### config.mk
export PLATFORM = sky130hd
export DESIGN_NAME = points_frame_scheduler
export DESIGN_NICKNAME = d
export VERILOG_FILES = /design/src/rtl/points_sched_pkg.sv /design/src/rtl/points_frame_scheduler.sv
export SDC_FILE = /design/constraint.sdc
export NUM_CORES = 1
export LEC_CHECK = 0
export ABC_AREA = 1
export CAP_MARGIN = 40
export CELL_PAD_IN_SITES_DETAIL_PLACEMENT = 0
export CELL_PAD_IN_SITES_GLOBAL_PLACEMENT = 1
export CORE_ASPECT_RATIO = 0.9
export CORE_MARGIN = 2
export CORE_UTILIZATION = 36
export CTS_CLUSTER_DIAMETER = 200
export DETAILED_ROUTE_END_ITERATION = 8
export GPL_TIMING_DRIVEN = 0
export PLACE_DENSITY = 0.89
export SYNTH_ARGS = -nofsm -noshare
export SYNTH_HDL_FRONTEND = slang
export SYNTH_SLANG_ARGS = --single-unit
### constraint.sdc
create_clock -name CLK -period 2.4 [get_ports CLK]
set_input_delay 0.36 -clock CLK [delete_from_list [all_inputs] [get_ports CLK]]
set_output_delay 0.36 -clock CLK [all_outputs]
set_load 0.02 [all_outputs]
### src/rtl/points_sched_pkg.sv
// Shared constants, FSM state encoding and byte-select helper for the frame point scheduler.
package points_sched_pkg;

  localparam logic [7:0] PKT_HEADER     = 8'hA5;
  localparam int         NUM_POINTS_DEF = 4;

  typedef enum logic [2:0] {
    IDLE = 3'd0,
    HDR  = 3'd1,
    FCNT = 3'd2,
    NUM  = 3'd3,
    PT   = 3'd4,
    CHK  = 3'd5
  } state_e;

  // Point payload byte order on the wire: H high, H low, V high, V low.
  function automatic logic [7:0] coord_byte(input logic [15:0] h,
                                            input logic [15:0] v,
                                            input logic [1:0]  idx);
    logic [7:0] b;
    case (idx)
      2'd0:    b = h[15:8];
      2'd1:    b = h[7:0];
      2'd2:    b = v[15:8];
      default: b = v[7:0];
    endcase
    return b;
  endfunction

endpackage

### src/rtl/points_frame_scheduler.sv
// Snapshots finder points at each VS falling edge and streams them as a framed,
// XOR-checked byte packet over valid/ready; also decimates, counts and drop-counts frames.
module points_frame_scheduler
  import points_sched_pkg::*;
#(
  parameter int NUM_POINTS  = NUM_POINTS_DEF,
  parameter int COORD_W     = 16,
  parameter int FRAME_DECIM = 1
) (
  input  logic               CLK,
  input  logic               RST,
  input  logic               VGA_VS,
  input  logic [COORD_W-1:0] i_POINTS_H0,
  input  logic [COORD_W-1:0] i_POINTS_H1,
  input  logic [COORD_W-1:0] i_POINTS_H2,
  input  logic [COORD_W-1:0] i_POINTS_H3,
  input  logic [COORD_W-1:0] i_POINTS_V0,
  input  logic [COORD_W-1:0] i_POINTS_V1,
  input  logic [COORD_W-1:0] i_POINTS_V2,
  input  logic [COORD_W-1:0] i_POINTS_V3,
  input  logic [15:0]        i_POINTS_NUM,
  output logic [7:0]         o_TX_DATA,
  output logic               o_TX_VALID,
  input  logic               i_TX_READY,
  output logic               o_BUSY,
  output logic [15:0]        o_FRAME_CNT,
  output logic [15:0]        o_DROP_CNT
);

  localparam int SLOTS = (NUM_POINTS < NUM_POINTS_DEF) ? NUM_POINTS : NUM_POINTS_DEF;
  localparam int N_W   = 3;
  localparam logic [7:0] DECIM_LAST = 8'(FRAME_DECIM - 1);

  logic               vs_q, vs_d;
  state_e             state_q, state_d;
  logic [15:0]        frame_cnt_q, frame_cnt_d;
  logic [15:0]        drop_cnt_q, drop_cnt_d;
  logic [7:0]         decim_q, decim_d;
  logic [COORD_W-1:0] h_q [NUM_POINTS_DEF];
  logic [COORD_W-1:0] h_d [NUM_POINTS_DEF];
  logic [COORD_W-1:0] v_q [NUM_POINTS_DEF];
  logic [COORD_W-1:0] v_d [NUM_POINTS_DEF];
  logic [N_W-1:0]     n_q, n_d;
  logic [7:0]         fc_q, fc_d;
  logic [1:0]         pt_idx_q, pt_idx_d;
  logic [1:0]         byte_idx_q, byte_idx_d;
  logic [7:0]         chk_q, chk_d;

  logic [COORD_W-1:0] h_in [NUM_POINTS_DEF];
  logic [COORD_W-1:0] v_in [NUM_POINTS_DEF];
  logic [N_W-1:0]     n_clamped;
  logic               frame_end;
  logic               selected;
  logic               tx_vld;
  logic [7:0]         tx_dat;
  logic               tx_fire;
  logic               last_pt;

  assign h_in[0] = i_POINTS_H0;
  assign h_in[1] = i_POINTS_H1;
  assign h_in[2] = i_POINTS_H2;
  assign h_in[3] = i_POINTS_H3;
  assign v_in[0] = i_POINTS_V0;
  assign v_in[1] = i_POINTS_V1;
  assign v_in[2] = i_POINTS_V2;
  assign v_in[3] = i_POINTS_V3;

  assign n_clamped = (i_POINTS_NUM > 16'(SLOTS)) ? N_W'(SLOTS) : N_W'(i_POINTS_NUM);
  assign frame_end = vs_q & ~VGA_VS;
  assign selected  = frame_end && (decim_q == 8'd0);
  assign tx_vld    = (state_q != IDLE);
  assign tx_fire   = tx_vld && i_TX_READY;
  assign last_pt   = ((N_W'(pt_idx_q) + N_W'(1)) == n_q);

  // Byte mux reads only registered state, so data holds steady while stalled.
  always_comb begin
    tx_dat = 8'h00;
    case (state_q)
      HDR:     tx_dat = PKT_HEADER;
      FCNT:    tx_dat = fc_q;
      NUM:     tx_dat = 8'(n_q);
      PT:      tx_dat = coord_byte(16'(h_q[pt_idx_q]), 16'(v_q[pt_idx_q]), byte_idx_q);
      CHK:     tx_dat = chk_q;
      default: tx_dat = 8'h00;
    endcase
  end

  always_comb begin
    vs_d        = VGA_VS;
    state_d     = state_q;
    frame_cnt_d = frame_cnt_q;
    drop_cnt_d  = drop_cnt_q;
    decim_d     = decim_q;
    h_d         = h_q;
    v_d         = v_q;
    n_d         = n_q;
    fc_d        = fc_q;
    pt_idx_d    = pt_idx_q;
    byte_idx_d  = byte_idx_q;
    chk_d       = chk_q;

    if (frame_end) begin
      frame_cnt_d = frame_cnt_q + 16'd1;
      decim_d     = (decim_q == DECIM_LAST) ? 8'd0 : decim_q + 8'd1;
    end

    // The CHK-accept cycle still counts as busy, so a coincident frame is dropped.
    if (selected && (state_q != IDLE) && (drop_cnt_q != 16'hFFFF)) begin
      drop_cnt_d = drop_cnt_q + 16'd1;
    end

    if (tx_fire && ((state_q == FCNT) || (state_q == NUM) || (state_q == PT))) begin
      chk_d = chk_q ^ tx_dat;
    end

    case (state_q)
      IDLE: begin
        if (selected) begin
          h_d        = h_in;
          v_d        = v_in;
          n_d        = n_clamped;
          fc_d       = frame_cnt_q[7:0];
          pt_idx_d   = 2'd0;
          byte_idx_d = 2'd0;
          chk_d      = 8'h00;
          state_d    = HDR;
        end
      end
      HDR: begin
        if (tx_fire) state_d = FCNT;
      end
      FCNT: begin
        if (tx_fire) state_d = NUM;
      end
      NUM: begin
        if (tx_fire) state_d = (n_q == '0) ? CHK : PT;
      end
      PT: begin
        if (tx_fire) begin
          if (byte_idx_q == 2'd3) begin
            byte_idx_d = 2'd0;
            if (last_pt) state_d = CHK;
            else         pt_idx_d = pt_idx_q + 2'd1;
          end else begin
            byte_idx_d = byte_idx_q + 2'd1;
          end
        end
      end
      CHK: begin
        if (tx_fire) state_d = IDLE;
      end
      default: state_d = IDLE;
    endcase
  end

  always_ff @(posedge CLK) begin
    if (RST) begin
      vs_q        <= 1'b0;
      state_q     <= IDLE;
      frame_cnt_q <= 16'd0;
      drop_cnt_q  <= 16'd0;
      decim_q     <= 8'd0;
      for (int i = 0; i < NUM_POINTS_DEF; i++) begin
        h_q[i] <= '0;
        v_q[i] <= '0;
      end
      n_q         <= '0;
      fc_q        <= 8'd0;
      pt_idx_q    <= 2'd0;
      byte_idx_q  <= 2'd0;
      chk_q       <= 8'd0;
    end else begin
      vs_q        <= vs_d;
      state_q     <= state_d;
      frame_cnt_q <= frame_cnt_d;
      drop_cnt_q  <= drop_cnt_d;
      decim_q     <= decim_d;
      h_q         <= h_d;
      v_q         <= v_d;
      n_q         <= n_d;
      fc_q        <= fc_d;
      pt_idx_q    <= pt_idx_d;
      byte_idx_q  <= byte_idx_d;
      chk_q       <= chk_d;
    end
  end

  assign o_TX_VALID  = tx_vld;
  assign o_TX_DATA   = tx_dat;
  assign o_BUSY      = tx_vld;
  assign o_FRAME_CNT = frame_cnt_q;
  assign o_DROP_CNT  = drop_cnt_q;

endmodule

### Word-level counts from Yosys, hierarchy flattened

Cells that the tools add are included.

| operators by class | value |
|---|---|
| $add $sub $neg | 6 |
| $lt $le $gt $ge | 2 |
| equality and inequality tests | 19 |
| multiplexer cells | 31 |
| bitwise gates (word level) | 4 |
| reduce and logical (&&, ||, !) cells | 17 |

Operators with widths:

| kind | number |
|---|---|
| $bmux 16 s2 | 2 |
| $mux 16 | 4 |
| $pmux 8 s5 | 1 |
| $add 16x1->16 const B | 2 |
| $mux 8 | 4 |
| $mux 3 | 9 |
| $pmux 8 s3 | 1 |
| $pmux 3 s6 | 1 |
| $gt 16x3->1 const B | 1 |
| $ne 16x16->1 const B | 1 |
| $ne 2x2->1 const B | 8 |
| $mux 2 | 6 |
| $add 8x1->8 const B | 1 |
| $logic_not 8->1 | 1 |
| $pmux 2 s2 | 2 |
| $reduce_and 8->1 | 1 |
| $xor 8x8->8 | 1 |
| $eq 3x2->1 const B | 2 |
| $eq 3x3->1 const B | 2 |
| $logic_not 3->1 | 2 |
| $logic_and 1x1->1 | 5 |
| $reduce_and 5->1 | 1 |
| $add 2x1->2 const B | 2 |
| $eq 2x2->1 const B | 2 |
| other kinds (16) | 17 |

| storage, ports and cells | value |
|---|---|
| register bits | 195 |
| word-level logic and storage cells | 97 |

### Longest topological paths before layout

Gate-level depths: netlist (run 1).

| logic depth | value |
|---|---|
| depth after elaboration | 10 |
| mapped depth | 15 |

### Worst setup path after synthesis (run 1)

No wires, ideal clock.

| timing | value |
|---|---|
| path kind | register to output |
| from | register byte_idx_q[1] |
| to | output o_TX_DATA[7] |
| arrival | 1.548 ns |
| required time | 2.040 ns |
| setup slack | 0.492 ns |
| cell stages (with the launch flop) | 8 |
| cells stage by stage | dfxtp_1 -> ha_1 -> buf_1 -> clkbuf_1 -> a21oi_1 -> nand2_1 -> nand2_1 -> a21oi_1 |

| on the way | value |
|---|---|
| longest elaborated chain between the ends | 3 |
| elaborated cells between the ends (all ways) | 5 |

RTL lines:

| element | RTL line | text |
|---|---|---|
| start, declared | points_frame_scheduler.sv:46 | `logic [1:0] byte_idx_q, byte_idx_d;` |
| start signal, assigned | points_frame_scheduler.sv:183 | `byte_idx_q <= byte_idx_d;` |
| $eq 2x2->1, or another cell as far along | points_sched_pkg.sv:21 | `case (idx)` |
| $pmux 8 s3 (*) | points_sched_pkg.sv:21 |  |
| $pmux 8 s5 (*) | points_frame_scheduler.sv:78 | `case (state_q)` |
| end, declared | points_frame_scheduler.sv:22 | `output logic [7:0] o_TX_DATA,` |

Every way passes the cells marked *; elsewhere a longest branch is shown, timed or not.

### Worst setup path in the final report (run 1)

| timing | value |
|---|---|
| from | register pt_idx_q[0] |
| to | output o_TX_DATA[4] |

| on the way | value |
|---|---|
| longest elaborated chain between the ends | 6 |
| elaborated cells between the ends (all ways) | 9 |

RTL lines:

| element | RTL line | text |
|---|---|---|
| start, declared | points_frame_scheduler.sv:45 | `logic [1:0] pt_idx_q, pt_idx_d;` |
| start signal, assigned | points_frame_scheduler.sv:182 | `pt_idx_q <= pt_idx_d;` |
| $not 2->3 (implied by the code) (*) | points_frame_scheduler.sv:82 | `PT: tx_dat = coord_byte(16'(h_q[pt_idx_q]), 16'(v_q[pt_idx_q]), byte_idx_q);` |
| $bmux 16 s2 | points_frame_scheduler.sv:82 |  |
| $mux 16 (implied by the code) (2 in series) | points_frame_scheduler.sv:82 |  |
| $pmux 8 s3 (*) | points_sched_pkg.sv:21 |  |
| $pmux 8 s5 (*) | points_frame_scheduler.sv:78 |  |

Every way passes the cells marked *; elsewhere a longest branch is shown, timed or not. The select of a mux whose other input is x is not followed.

==> impl_metrics.env, run 1 <==
export IMPL_port_buffers=189
export IMPL_synth_main_ff_cell="sky130_fd_sc_hd__dfxtp_1"
export IMPL_worstSetupEndpointType="primary output"
export IMPL_insertedDiodeCount=0
export IMPL_cp_required_ns=2.04
export IMPL_post_synth_main_area_contributors="sky130_fd_sc_hd__dfxtp_1 (42%), sky130_fd_sc_hd__nand2_1 (10%), sky130_fd_sc_hd__a21oi_1 (9.2%)"
export IMPL_setup_violations_final=2
export IMPL_firstDrtPassIters=5
export IMPL_status="complete, but fails checks"
export IMPL_synth_area_per_cell_sq_um=6.89
export IMPL_grt_antenna_before_repair=0
export IMPL_ant_nets=0
export IMPL_worst_setup_path_start_kind="register"
export IMPL_postSynthRegisterBits=195
export IMPL_grt_pass1_wl_mm=49.1
export IMPL_report_final_slew_viol_count=0
export IMPL_postSynthCellCount=1346
export IMPL_ys_seq_area_frac=0.421
export IMPL_post_drt_via_cell_ratio=5.02
export IMPL_hold_violations=0
export IMPL_async_reset_ff_frac=0
export IMPL_fin_skew_ns=0.0108
export IMPL_dr_wl_met2_mm=13.7
export IMPL_grt_pass1_vias=9095
export IMPL_yosys_area_top_type_share=0.421
export IMPL_finalWeightedCongestion=0.907
export IMPL_cts_tree="yes"
export IMPL_yosysWarningCount=0
export IMPL_power_per_cell_area_nw_per_um2=815
export IMPL_timing_worst_setup_path_type="register to primary output"
export IMPL_worst_hold_path_type="register to register"
export IMPL_cts_buffers_inserted=17
export IMPL_drv_max_cap_violation_count=0
export IMPL_synth_distinct_cells=38
export IMPL_ios=190
export IMPL_clk_root_buffer_cell="sky130_fd_sc_hd__clkbuf_16"
export IMPL_grt_setup_unrepaired="true"
export IMPL_dp_hpwl_mm=23.6
export IMPL_grt_start_max_net_pins=18
export IMPL_detailroute_wirelength_met3_mm=2.35
export IMPL_cts_htree_levels=4
export IMPL_dr_max_layer_used="met4"
export IMPL_routedWlPerCell_um=16.5
export IMPL_clock_latency_ns=0.45
export IMPL_fp_dieW_um=173
export IMPL_postCtsHoldBufs=0
export IMPL_wirelength_routed_mm=31.7
export IMPL_wirelength_met1_mm=15.2
export IMPL_nets=1719
export IMPL_place_area_sq_um=11600
export IMPL_globalRouteTotalUtil=0.232
export IMPL_drt_iter0_markers=855
export IMPL_total_area_of_multi_input_combinational_cells_sq_um=4520
export IMPL_die_area_sq_um=27100
export IMPL_relSlewSlack=0.475
export IMPL_failing_checks="setup timing"
export IMPL_achievable_frequency_mhz=410
export IMPL_worst_slew_pin_slew_ns=0.788
export IMPL_area_growth_synth_to_final_pct=37.4
export IMPL_static_leakage_power_nw=5.05
export IMPL_syn_num_nets=1504
export IMPL_cts_clk_slew_worst_paths_ns=0.07
export IMPL_min_cycle_time_layout_ns=2.44
export IMPL_synth_edf_count=0
export IMPL_worst_path_max_fanout=10
export IMPL_die_height_um=156
export IMPL_vdd_drop_max_uv=429
export IMPL_clk_path_buf_depth=2
export IMPL_min_period_over_period=1.02
export IMPL_seqCellArea_sq_um=3910
export IMPL_post_place_ws_ns=-0.343
export IMPL_crit_arrival_ns=2.08
export IMPL_design_area_sq_um=12700
export IMPL_num_vias=9609
export IMPL_start_util=0.367
export IMPL_worst_slack_ns=-0.0376
export IMPL_filler_cell_count=2493
export IMPL_drc=0
export IMPL_yosysTopAreaCell="sky130_fd_sc_hd__dfxtp_1"
export IMPL_grt_overflow=0
export IMPL_rows=55
export IMPL_placeableCoreArea_sq_um=25300
export IMPL_drive_above_1_share=0.112
export IMPL_synthesis_area_sq_um=9280
export IMPL_cts_sink_count=195
## critical path, cell delays in order (launching register included)
cell                      delay, ns
sky130_fd_sc_hd__dfxtp_4       0.39
sky130_fd_sc_hd__buf_8         0.15
sky130_fd_sc_hd__buf_8         0.15
sky130_fd_sc_hd__a21oi_1       0.07
sky130_fd_sc_hd__o21ai_0       0.13
sky130_fd_sc_hd__nand2_1       0.12
sky130_fd_sc_hd__a21oi_1       0.22
sky130_fd_sc_hd__nand2_2       0.12
sky130_fd_sc_hd__a21oi_2       0.13
sky130_fd_sc_hd__buf_4         0.15
## metrics by stage
| step | setup TNS, ns | instances | power, mW | util | hold slack (ns) |
|---|---|---|---|---|---|
| floorplan | 0 | 1346 | 5.68 | - | 0.424 |
| global placement | -10.73 | 1877 | 6.72 | 0.459 | 0.434 |
| detailed placement | -12.28 | 1877 | 6.75 | 0.459 | 0.442 |
| CTS | -0.0198 | 1914 | 10.2 | 0.497 | 0.451 |
| global route | -0.421 | 1916 | 10.9 | 0.505 | 0.469 |
| finish | -0.0571 | 1916 | 10.4 | 0.505 | 0.449 |
## timing repair
item,4_1_cts,5_1_grt
cloned,2,1
pin swaps,20,18
resized for setup,127,56
setup endpoints to repair,8,19
setup buffers,5,3
## per-layer routing
| metal | track usage | vias to the layer above |
|---|---|---|
| met5 | 0 | - |
| met4 | 0.0601 | 0 |
| met3 | 0.0462 | 38 |
| met2 | 0.356 | 363 |
| met1 | 0.333 | 4413 |
| li1 | - | 4795 |
## synthesized netlist by cell type (2+ instances only)
cell type	count
sky130_fd_sc_hd__buf_2	14
sky130_fd_sc_hd__inv_4	2
sky130_fd_sc_hd__clkbuf_1	35
sky130_fd_sc_hd__inv_2	5
sky130_fd_sc_hd__o21ai_1	21
sky130_fd_sc_hd__nor3_1	12
sky130_fd_sc_hd__o221ai_1	2
sky130_fd_sc_hd__buf_1	6
sky130_fd_sc_hd__a21oi_1	171
sky130_fd_sc_hd__nor2_2	3
sky130_fd_sc_hd__inv_1	158
sky130_fd_sc_hd__nor2_1	144
sky130_fd_sc_hd__clkinv_1	2
sky130_fd_sc_hd__nand2_1	250
sky130_fd_sc_hd__dfxtp_1	195
sky130_fd_sc_hd__buf_4	8
sky130_fd_sc_hd__o22ai_1	6
sky130_fd_sc_hd__nor3b_1	5
sky130_fd_sc_hd__xnor2_1	5
sky130_fd_sc_hd__xor2_1	8
sky130_fd_sc_hd__nand3_1	82
sky130_fd_sc_hd__o21a_1	2
sky130_fd_sc_hd__nand4_1	9
sky130_fd_sc_hd__buf_6	18
sky130_fd_sc_hd__nor2_4	2
sky130_fd_sc_hd__ha_1	10
sky130_fd_sc_hd__o21ai_0	154
sky130_fd_sc_hd__nor4_1	7
## registers in the layout, indices dropped and copies added (netlist names), 8 cells and up
register and count:
o_DROP_CNT 16, decim_q 8, v_q 64, h_q 64
chk_q 8, o_FRAME_CNT 16, fc_q 8
## path summary, 6_finish.rpt
path,from,endpoint,slack [ns],depth (start not counted)
max,pt_idx_q[0]$_SDFFE_PP0P_,o_TX_DATA[4],-0.04,9
min,v_q[37]$_SDFFE_PP0P_,v_q[37]$_SDFFE_PP0P_,0.45,2
max reg2reg,decim_q[0]$_SDFFE_PP0P_,fc_q[2]$_SDFFE_PP0P_,0.30,8
min reg2reg,v_q[37]$_SDFFE_PP0P_,v_q[37]$_SDFFE_PP0P_,0.45,2
## layout make-up
| cell class | instances | area share |
|---|---|---|
| clock inverter | 11 | 0.0110 |
| tap | 342 | 0.0336 |
| inverter | 167 | 0.0500 |
| buffer | 78 | 0.0484 |
| multi-input combinational | 903 | 0.354 |
| sequential | 195 | 0.307 |
| timing repair buffer | 199 | 0.160 |
| clock buffer | 21 | 0.0361 |
## power by group
part	switching [mW]	internal [mW]
logic	2.22	1.54
clock network	1.32	1.62
registers	0.162	3.54
total	3.69	6.69
## cells by family after synthesis
family,share of synthesized area
adders and majority gates,0.0135
buffers and inverters,0.121
xor gates and xnor gates,0.0123
DFF,0.421
and+or+nand+nor,0.233
AOI/OAI and AO/OA,0.200
## placed cells by master, fill, tap and decap left out, types with 3 or more instances in the layout
cell type / netlist / final
sky130_fd_sc_hd__clkbuf_8: 0 / 3
sky130_fd_sc_hd__ha_1: 10 / 8
sky130_fd_sc_hd__nor3_1: 12 / 12
sky130_fd_sc_hd__nand3_2: 0 / 14
sky130_fd_sc_hd__inv_6: 0 / 3
sky130_fd_sc_hd__nor3b_1: 5 / 4
sky130_fd_sc_hd__nor2_2: 3 / 3
sky130_fd_sc_hd__buf_8: 0 / 9
sky130_fd_sc_hd__nor4_1: 7 / 7
sky130_fd_sc_hd__inv_4: 2 / 4
sky130_fd_sc_hd__o21ai_1: 21 / 29
sky130_fd_sc_hd__o22ai_1: 6 / 6
sky130_fd_sc_hd__dfxtp_1: 195 / 192
sky130_fd_sc_hd__buf_12: 0 / 3
sky130_fd_sc_hd__xor2_1: 8 / 8
sky130_fd_sc_hd__clkbuf_16: 0 / 18
sky130_fd_sc_hd__buf_4: 8 / 12
sky130_fd_sc_hd__inv_1: 158 / 156
sky130_fd_sc_hd__nand2_4: 0 / 3
sky130_fd_sc_hd__clkinvlp_4: 0 / 3
sky130_fd_sc_hd__clkdlybuf4s50_1: 0 / 180
sky130_fd_sc_hd__clkbuf_2: 0 / 4
sky130_fd_sc_hd__a21oi_2: 0 / 13
sky130_fd_sc_hd__clkbuf_1: 35 / 30
sky130_fd_sc_hd__nand3_1: 82 / 65
sky130_fd_sc_hd__buf_6: 18 / 29
sky130_fd_sc_hd__inv_2: 5 / 5
sky130_fd_sc_hd__o21ai_0: 154 / 146
sky130_fd_sc_hd__nor2_1: 144 / 144
sky130_fd_sc_hd__buf_2: 14 / 6
sky130_fd_sc_hd__nand3_4: 0 / 3
sky130_fd_sc_hd__xnor2_1: 5 / 5
sky130_fd_sc_hd__nand2_1: 250 / 222
sky130_fd_sc_hd__nand2_2: 1 / 26
sky130_fd_sc_hd__a21oi_1: 171 / 158
sky130_fd_sc_hd__nand4_1: 9 / 9
(Power assumes the default switching activity.)
==> run 2, diff against run 1 <==
- ABC_AREA: 1 -> unset
- CORE_UTILIZATION: 36 -> 37
==> impl_metrics.env, run 2 <==
export IMPL_status="complete, but fails checks"
export IMPL_failing_checks="setup timing"
export IMPL_vdd_drop_max_uv=414
export IMPL_clk_path_buf_depth=2
export IMPL_yosys_cell_count_top_type="sky130_fd_sc_hd__nand2_1"
export IMPL_synth_edf_count=0
export IMPL_routedWlPerCell_um=17.7
export IMPL_most_common_layout_cells="sky130_fd_sc_hd__nand2_1 (299), sky130_fd_sc_hd__dfxtp_1 (192), sky130_fd_sc_hd__clkdlybuf4s50_1 (178), sky130_fd_sc_hd__a21oi_1 (147), sky130_fd_sc_hd__nor2_1 (62)"
export IMPL_wirelength_routed_mm=29.4
export IMPL_clk_root_buffer_cell="sky130_fd_sc_hd__clkbuf_16"
export IMPL_synth_main_ff_cell="sky130_fd_sc_hd__dfxtp_1"
export IMPL_filler_cell_count=2096
export IMPL_yosys_mux_area_fraction=0.0763
export IMPL_grt_overflow=0
export IMPL_synth_simple_area_share=0.228
export IMPL_yosysWarningCount=0
export IMPL_nets=1503
export IMPL_synthesis_area_sq_um=8830
export IMPL_finalWeightedCongestion=0.895
export IMPL_post_synth_fa_ha_maj_area_fraction=0.0142
export IMPL_yosys_area_top_type_share=0.442
export IMPL_globalRouteTotalUtil=0.222
export IMPL_crit_arrival_ns=2.64
export IMPL_die_height_um=151
export IMPL_synth_top_family_by_area="simple AND/OR/NAND/NOR gates"
export IMPL_synthXorXnorAreaFrac=0.0347
export IMPL_final_common_cell="sky130_fd_sc_hd__nand2_1"
export IMPL_design_power_mw=7.80
export IMPL_synth_compound_gate_area_share=0.154
export IMPL_drc=0
export IMPL_ys_seq_area_frac=0.442
export IMPL_port_buffers=187
export IMPL_die_area_sq_um=25100
export IMPL_report_final_slew_viol_count=0
export IMPL_firstDrtPassIters=5
export IMPL_worst_r2r_setup_slack_ns=0.06
export IMPL_fp_dieW_um=167
export IMPL_placeableCoreArea_sq_um=23400
export IMPL_min_cycle_time_layout_ns=3.00
export IMPL_worst_path_max_fanout=8
export IMPL_timing_worst_setup_path_type="register to primary output"
export IMPL_grt_pass1_wl_mm=43.1
export IMPL_worst_slew_pin_slew_ns=0.775
export IMPL_min_period_over_period=1.25
export IMPL_cts_htree_levels=4
export IMPL_achievable_frequency_mhz=333
export IMPL_num_vias=8664
export IMPL_postSynthCellCount=1094
export IMPL_syn_num_nets=1252
export IMPL_dp_hpwl_mm=20.8
export IMPL_drive_above_1_share=0.160
export IMPL_postSynthRegisterBits=195
export IMPL_ios=190
export IMPL_synth_area_per_cell_sq_um=8.07
export IMPL_cts_clk_slew_worst_paths_ns=0.07
export IMPL_cts_buffers_inserted=17
export IMPL_clock_latency_ns=0.44
export IMPL_ant_nets=0
export IMPL_start_util=0.377
export IMPL_grt_setup_unrepaired="true"
export IMPL_async_reset_ff_frac=0
export IMPL_worst_slack_ns=-0.603
export IMPL_post_drt_via_cell_ratio=5.22
export IMPL_static_leakage_power_nw=4.37
export IMPL_grt_pass1_vias=7971
export IMPL_grt_antenna_before_repair=0
export IMPL_cp_required_ns=2.04
export IMPL_yosysTopAreaCell="sky130_fd_sc_hd__dfxtp_1"
export IMPL_drv_max_cap_violation_count=0
export IMPL_hold_violations=0
export IMPL_relSlewSlack=0.481
export IMPL_drt_iter0_markers=720
export IMPL_setup_violations_final=8
export IMPL_rows=53
export IMPL_power_per_cell_area_nw_per_um2=607
export IMPL_insertedDiodeCount=0
export IMPL_post_synth_main_area_contributors="sky130_fd_sc_hd__dfxtp_1 (44%), sky130_fd_sc_hd__nand2_1 (13%), sky130_fd_sc_hd__a21oi_1 (8.3%)"
export IMPL_grt_start_max_net_pins=18
export IMPL_worst_hold_path_type="input port to register"
export IMPL_synth_common_cells="sky130_fd_sc_hd__nand2_1 (304), sky130_fd_sc_hd__dfxtp_1 (195), sky130_fd_sc_hd__a21oi_1 (147)"
export IMPL_post_place_ws_ns=-1.01
export IMPL_cts_sink_count=195
export IMPL_largest_regs="h_q (64), v_q (64)"
export IMPL_worstSetupEndpointType="primary output"
export IMPL_fin_skew_ns=0.00932
export IMPL_fin_setup_tns_ns=-4.21
export IMPL_worst_setup_path_start_kind="register"
export IMPL_area_growth_synth_to_final_pct=45.7
export IMPL_cts_tree="yes"
export IMPL_synth_distinct_cells=56
## run 2: cell types whose count changed after synthesis, sizes merged, moves of 24 or more
cell	before	now
a21oi	171	147
inv	165	12
mux2i	0	56
nand2	251	304
nand3	82	20
nor2	150	68
o21ai	175	17
## run 2: cells by family (layout without fill, tap and decap cells)
| group | Yosys count | in the layout |
|---|---|---|
| adder cells (fa/ha/maj) | 10 | 10 |
| multiplexers | 63 | 63 |
| AO/OA/AOI/OAI | 233 | 233 |
| XOR/XNOR | 35 | 35 |
| buffers and inverters | 86 | 350 |
| AND/OR/NAND/NOR | 472 | 472 |
| flip-flops | 195 | 195 |
## run 2: cell type report
| cell class | instances | area (sq um) | area share |
|---|---|---|---|
| buffer | 72 | 448 | 0.0348 |
| clock buffer | 21 | 460 | 0.0358 |
| clock inverter | 11 | 119 | 0.00924 |
| inverter | 12 | 45.0 | 0.00350 |
| multi-input combinational | 813 | 5080 | 0.395 |
| sequential | 195 | 3910 | 0.304 |
| tap | 302 | 378 | 0.0294 |
| timing repair buffer | 234 | 2420 | 0.188 |
## run 2: worst max-delay path, stage by stage (launching register included)
cell and delay [ns]:
sky130_fd_sc_hd__dfxtp_2 0.36, sky130_fd_sc_hd__buf_6 0.14, sky130_fd_sc_hd__buf_12 0.14, sky130_fd_sc_hd__buf_12 0.12
sky130_fd_sc_hd__buf_12 0.14, sky130_fd_sc_hd__buf_12 0.13, sky130_fd_sc_hd__mux2i_4 0.24, sky130_fd_sc_hd__o22ai_4 0.11
sky130_fd_sc_hd__nor4_4 0.38, sky130_fd_sc_hd__o31ai_4 0.12, sky130_fd_sc_hd__nor2b_4 0.16, sky130_fd_sc_hd__buf_6 0.16
## run 2: what timing repair did
| item | 4_1_cts | 5_1_grt |
|---|---|---|
| setup endpoints to repair | 107 | 143 |
| cloned | 4 | 0 |
| hold buffers | 0 | 0 |
| setup buffers | 18 | 28 |
| gates resized for setup | 145 | 47 |
| pin swaps | 22 | 20 |
## run 2: metrics by stage
step / utilization / area (sq um) / hold slack [ns] / cells
6_report: 0.549 / 12900 / 0.377 / 1660
5_1_grt: 0.549 / 12900 / 0.429 / 1660
4_1_cts: 0.531 / 12400 / 0.350 / 1635
3_5_place_dp: 0.473 / 11100 / 0.446 / 1583
3_3_place_gp: 0.473 / 11100 / 0.441 / 1583
2_1_floorplan: - / 8830 / 0.432 / 1094
## run 2: final timing paths
kind,startpoint,to,cells after the start
min reg2reg,h_q[20]$_SDFFE_PP0P_,h_q[20]$_SDFFE_PP0P_,2
min,i_TX_READY,byte_idx_q[1]$_SDFFE_PP0P_,3
max reg2reg,state_q[2]$_SDFFE_PP0P_,h_q[46]$_SDFFE_PP0P_,7
max,pt_idx_q[0]$_SDFFE_PP0P_,o_TX_DATA[2],11
## run 2: layer usage
metal | wire length [um] | GRT usage | vias up
li1 | - | - | 4220
met1 | 13200 | 0.312 | 4090
met2 | 13400 | 0.339 | 318
met3 | 2370 | 0.0586 | 36
met4 | 465 | 0.0560 | 0
met5 | 0 | 0 | -
## run 2: report_power, final
group | leakage [nW] | switching, mW | total (mW) | internal (mW)
Sequential | 1.58 | 0.122 | 3.50 | 3.38
Combinational | 2.51 | 0.796 | 1.47 | 0.675
Clock | 0.284 | 1.32 | 2.83 | 1.51
Total | 4.37 | 2.23 | 7.80 | 5.57
==> run 3, diff against run 2 <==
- PLACE_DENSITY: 0.89 -> unset
- PLACE_DENSITY_LB_ADDON: unset -> 0.1
==> impl_metrics.env, run 3 (synthesis results as in run 2) <==
export IMPL_cts_tree="yes"
export IMPL_final_common_cell="sky130_fd_sc_hd__nand2_1"
export IMPL_fp_dieW_um=167
export IMPL_design_area_sq_um=12700
export IMPL_static_leakage_power_nw=4.31
export IMPL_critical_path_cell_chain="buf_6 > buf_12 > buf_12 > buf_12 > buf_12 > mux2i_4 > o22ai_4 > nor4_4 > o31ai_4 > nor2b_4 > buf_6"
export IMPL_worst_path_max_fanout=5
export IMPL_achievable_frequency_mhz=333
export IMPL_grt_overflow=0
export IMPL_timing_worst_setup_path_type="register to primary output"
export IMPL_cpMaxStageDelayCell="sky130_fd_sc_hd__nor4_4"
export IMPL_finalWeightedCongestion=0.813
export IMPL_postCtsHoldBufs=0
export IMPL_grt_start_max_net_pins=19
export IMPL_seqCellArea_sq_um=3910
export IMPL_ant_nets=0
export IMPL_grt_pass1_wl_mm=44.3
export IMPL_core_util_final=0.544
export IMPL_cts_sink_count=195
export IMPL_drt_iter0_markers=516
export IMPL_crit_path_start="pt_idx_q[0]$_SDFFE_PP0P_"
export IMPL_wirelength_routed_mm=29.3
export IMPL_min_period_over_period=1.25
export IMPL_worst_slew_pin_slew_ns=0.710
export IMPL_r2r_start="pt_idx_q[0]$_SDFFE_PP0P_"
export IMPL_fin_skew_ns=0.0110
export IMPL_filler_cell_count=2237
export IMPL_cts_htree_levels=4
export IMPL_die_area_sq_um=25100
export IMPL_globalRouteTotalUtil=0.229
export IMPL_largest_regs="h_q (64), v_q (64)"
export IMPL_report_final_slew_viol_count=0
export IMPL_grt_setup_unrepaired="true"
export IMPL_die_height_um=151
export IMPL_port_buffers=187
export IMPL_relSlewSlack=0.525
export IMPL_setup_violations_final=8
export IMPL_drv_max_cap_violation_count=0
export IMPL_slowest_delay_ns=0.41
export IMPL_nets=1491
export IMPL_rows=53
export IMPL_drive_above_1_share=0.153
export IMPL_routedWlPerCell_um=17.8
export IMPL_worstSetupEndpointType="primary output"
export IMPL_failing_checks="setup timing"
export IMPL_worst_slack_ns=-0.606
export IMPL_post_drt_via_cell_ratio=5.09
export IMPL_firstDrtPassIters=5
export IMPL_start_util=0.377
export IMPL_hold_start="i_TX_READY"
export IMPL_worst_setup_path_start_kind="register"
export IMPL_clk_root_buffer_cell="sky130_fd_sc_hd__clkbuf_16"
export IMPL_placeableCoreArea_sq_um=23400
export IMPL_hold_violations=0
export IMPL_clk_path_buf_depth=2
export IMPL_cp_required_ns=2.04
export IMPL_clock_latency_ns=0.44
export IMPL_place_area_sq_um=11100
export IMPL_most_common_layout_cells="sky130_fd_sc_hd__nand2_1 (300), sky130_fd_sc_hd__dfxtp_1 (192), sky130_fd_sc_hd__clkdlybuf4s50_1 (178), sky130_fd_sc_hd__a21oi_1 (147), sky130_fd_sc_hd__nor2_1 (63)"
export IMPL_cts_clk_slew_worst_paths_ns=0.07
export IMPL_drc=0
export IMPL_area_growth_synth_to_final_pct=44.3
export IMPL_total_area_of_multi_input_combinational_cells_sq_um=5140
export IMPL_grt_pass1_vias=8004
export IMPL_vdd_drop_max_uv=498
export IMPL_ios=190
export IMPL_cts_buffers_inserted=17
export IMPL_fin_setup_tns_ns=-4.17
export IMPL_worst_hold_path_type="input port to register"
export IMPL_crit_arrival_ns=2.65
export IMPL_critical_path_top_cell_by_count="sky130_fd_sc_hd__buf_12"
export IMPL_num_vias=8370
export IMPL_insertedDiodeCount=0
export IMPL_grt_antenna_before_repair=0
export IMPL_status="complete, but fails checks"
export IMPL_min_cycle_time_layout_ns=3.01
export IMPL_power_per_cell_area_nw_per_um2=610
export IMPL_dp_hpwl_mm=21.4
==> run 3: metrics by stage <==
step / instances / worst slack [ns] / hold slack [ns] / total power [mW]
after CTS: 1632 / -0.605 / 0.366 / 7.75
final: 1646 / -0.606 / 0.370 / 7.77
after global placement: 1583 / -1.16 / 0.439 / 4.82
after detailed placement: 1583 / -1.20 / 0.445 / 4.83
after global routing: 1646 / -0.669 / 0.396 / 8.10
after floorplan: 1094 / 0.0841 / 0.432 / 4.24
==> run 3: area by class of cell <==
class                      count  area share
multi-input combinational    813       0.404
sequential                   195       0.307
timing repair buffer         222       0.176
buffer                        72      0.0354
clock buffer                  17      0.0334
tap                          302      0.0297
clock inverter                13      0.0113
inverter                      12     0.00354
==> run 3: repair_timing <==
action,4_1_cts,5_1_grt
setup buffers,19,14
pin swaps,16,20
resized for setup,146,47
cloned,2,1
setup endpoints to repair,110,128
==> run 3: per-layer routing <==
metal | track usage | up-vias | part of all wire
met5 | 0 | - | 0
met4 | 0.0608 | 0 | 0.015
met3 | 0.0476 | 25 | 0.061
met2 | 0.342 | 242 | 0.43
met1 | 0.337 | 3908 | 0.49
li1 | - | 4195 | -
==> run 3: power by group <==
group / switching, mW / internal, mW / leakage (nW)
Sequential: 0.123 / 3.38 / 1.58
Clock: 1.36 / 1.46 / 0.278
Combinational: 0.778 / 0.667 / 2.46
==> run 3: worst max-delay path, delay by kind of cell, from the launching register on <==
| kind | cells | cell delay (ns) |
|---|---|---|
| buffers and inverters | 6 | 0.76 |
| and+or+nand+nor | 2 | 0.56 |
| DFF | 1 | 0.35 |
| muxes | 1 | 0.27 |
| AOI/OAI and AO/OA | 2 | 0.26 |
==> run 3: final timing paths <==
path	to	slack, ns	cells past startpoint
min reg2reg	v_q[17]$_SDFFE_PP0P_	0.46	2
max	o_TX_DATA[0]	-0.61	11
max reg2reg	chk_q[5]$_SDFF_PP0_	0.01	10
min	byte_idx_q[1]$_SDFFE_PP0P_	0.37	3
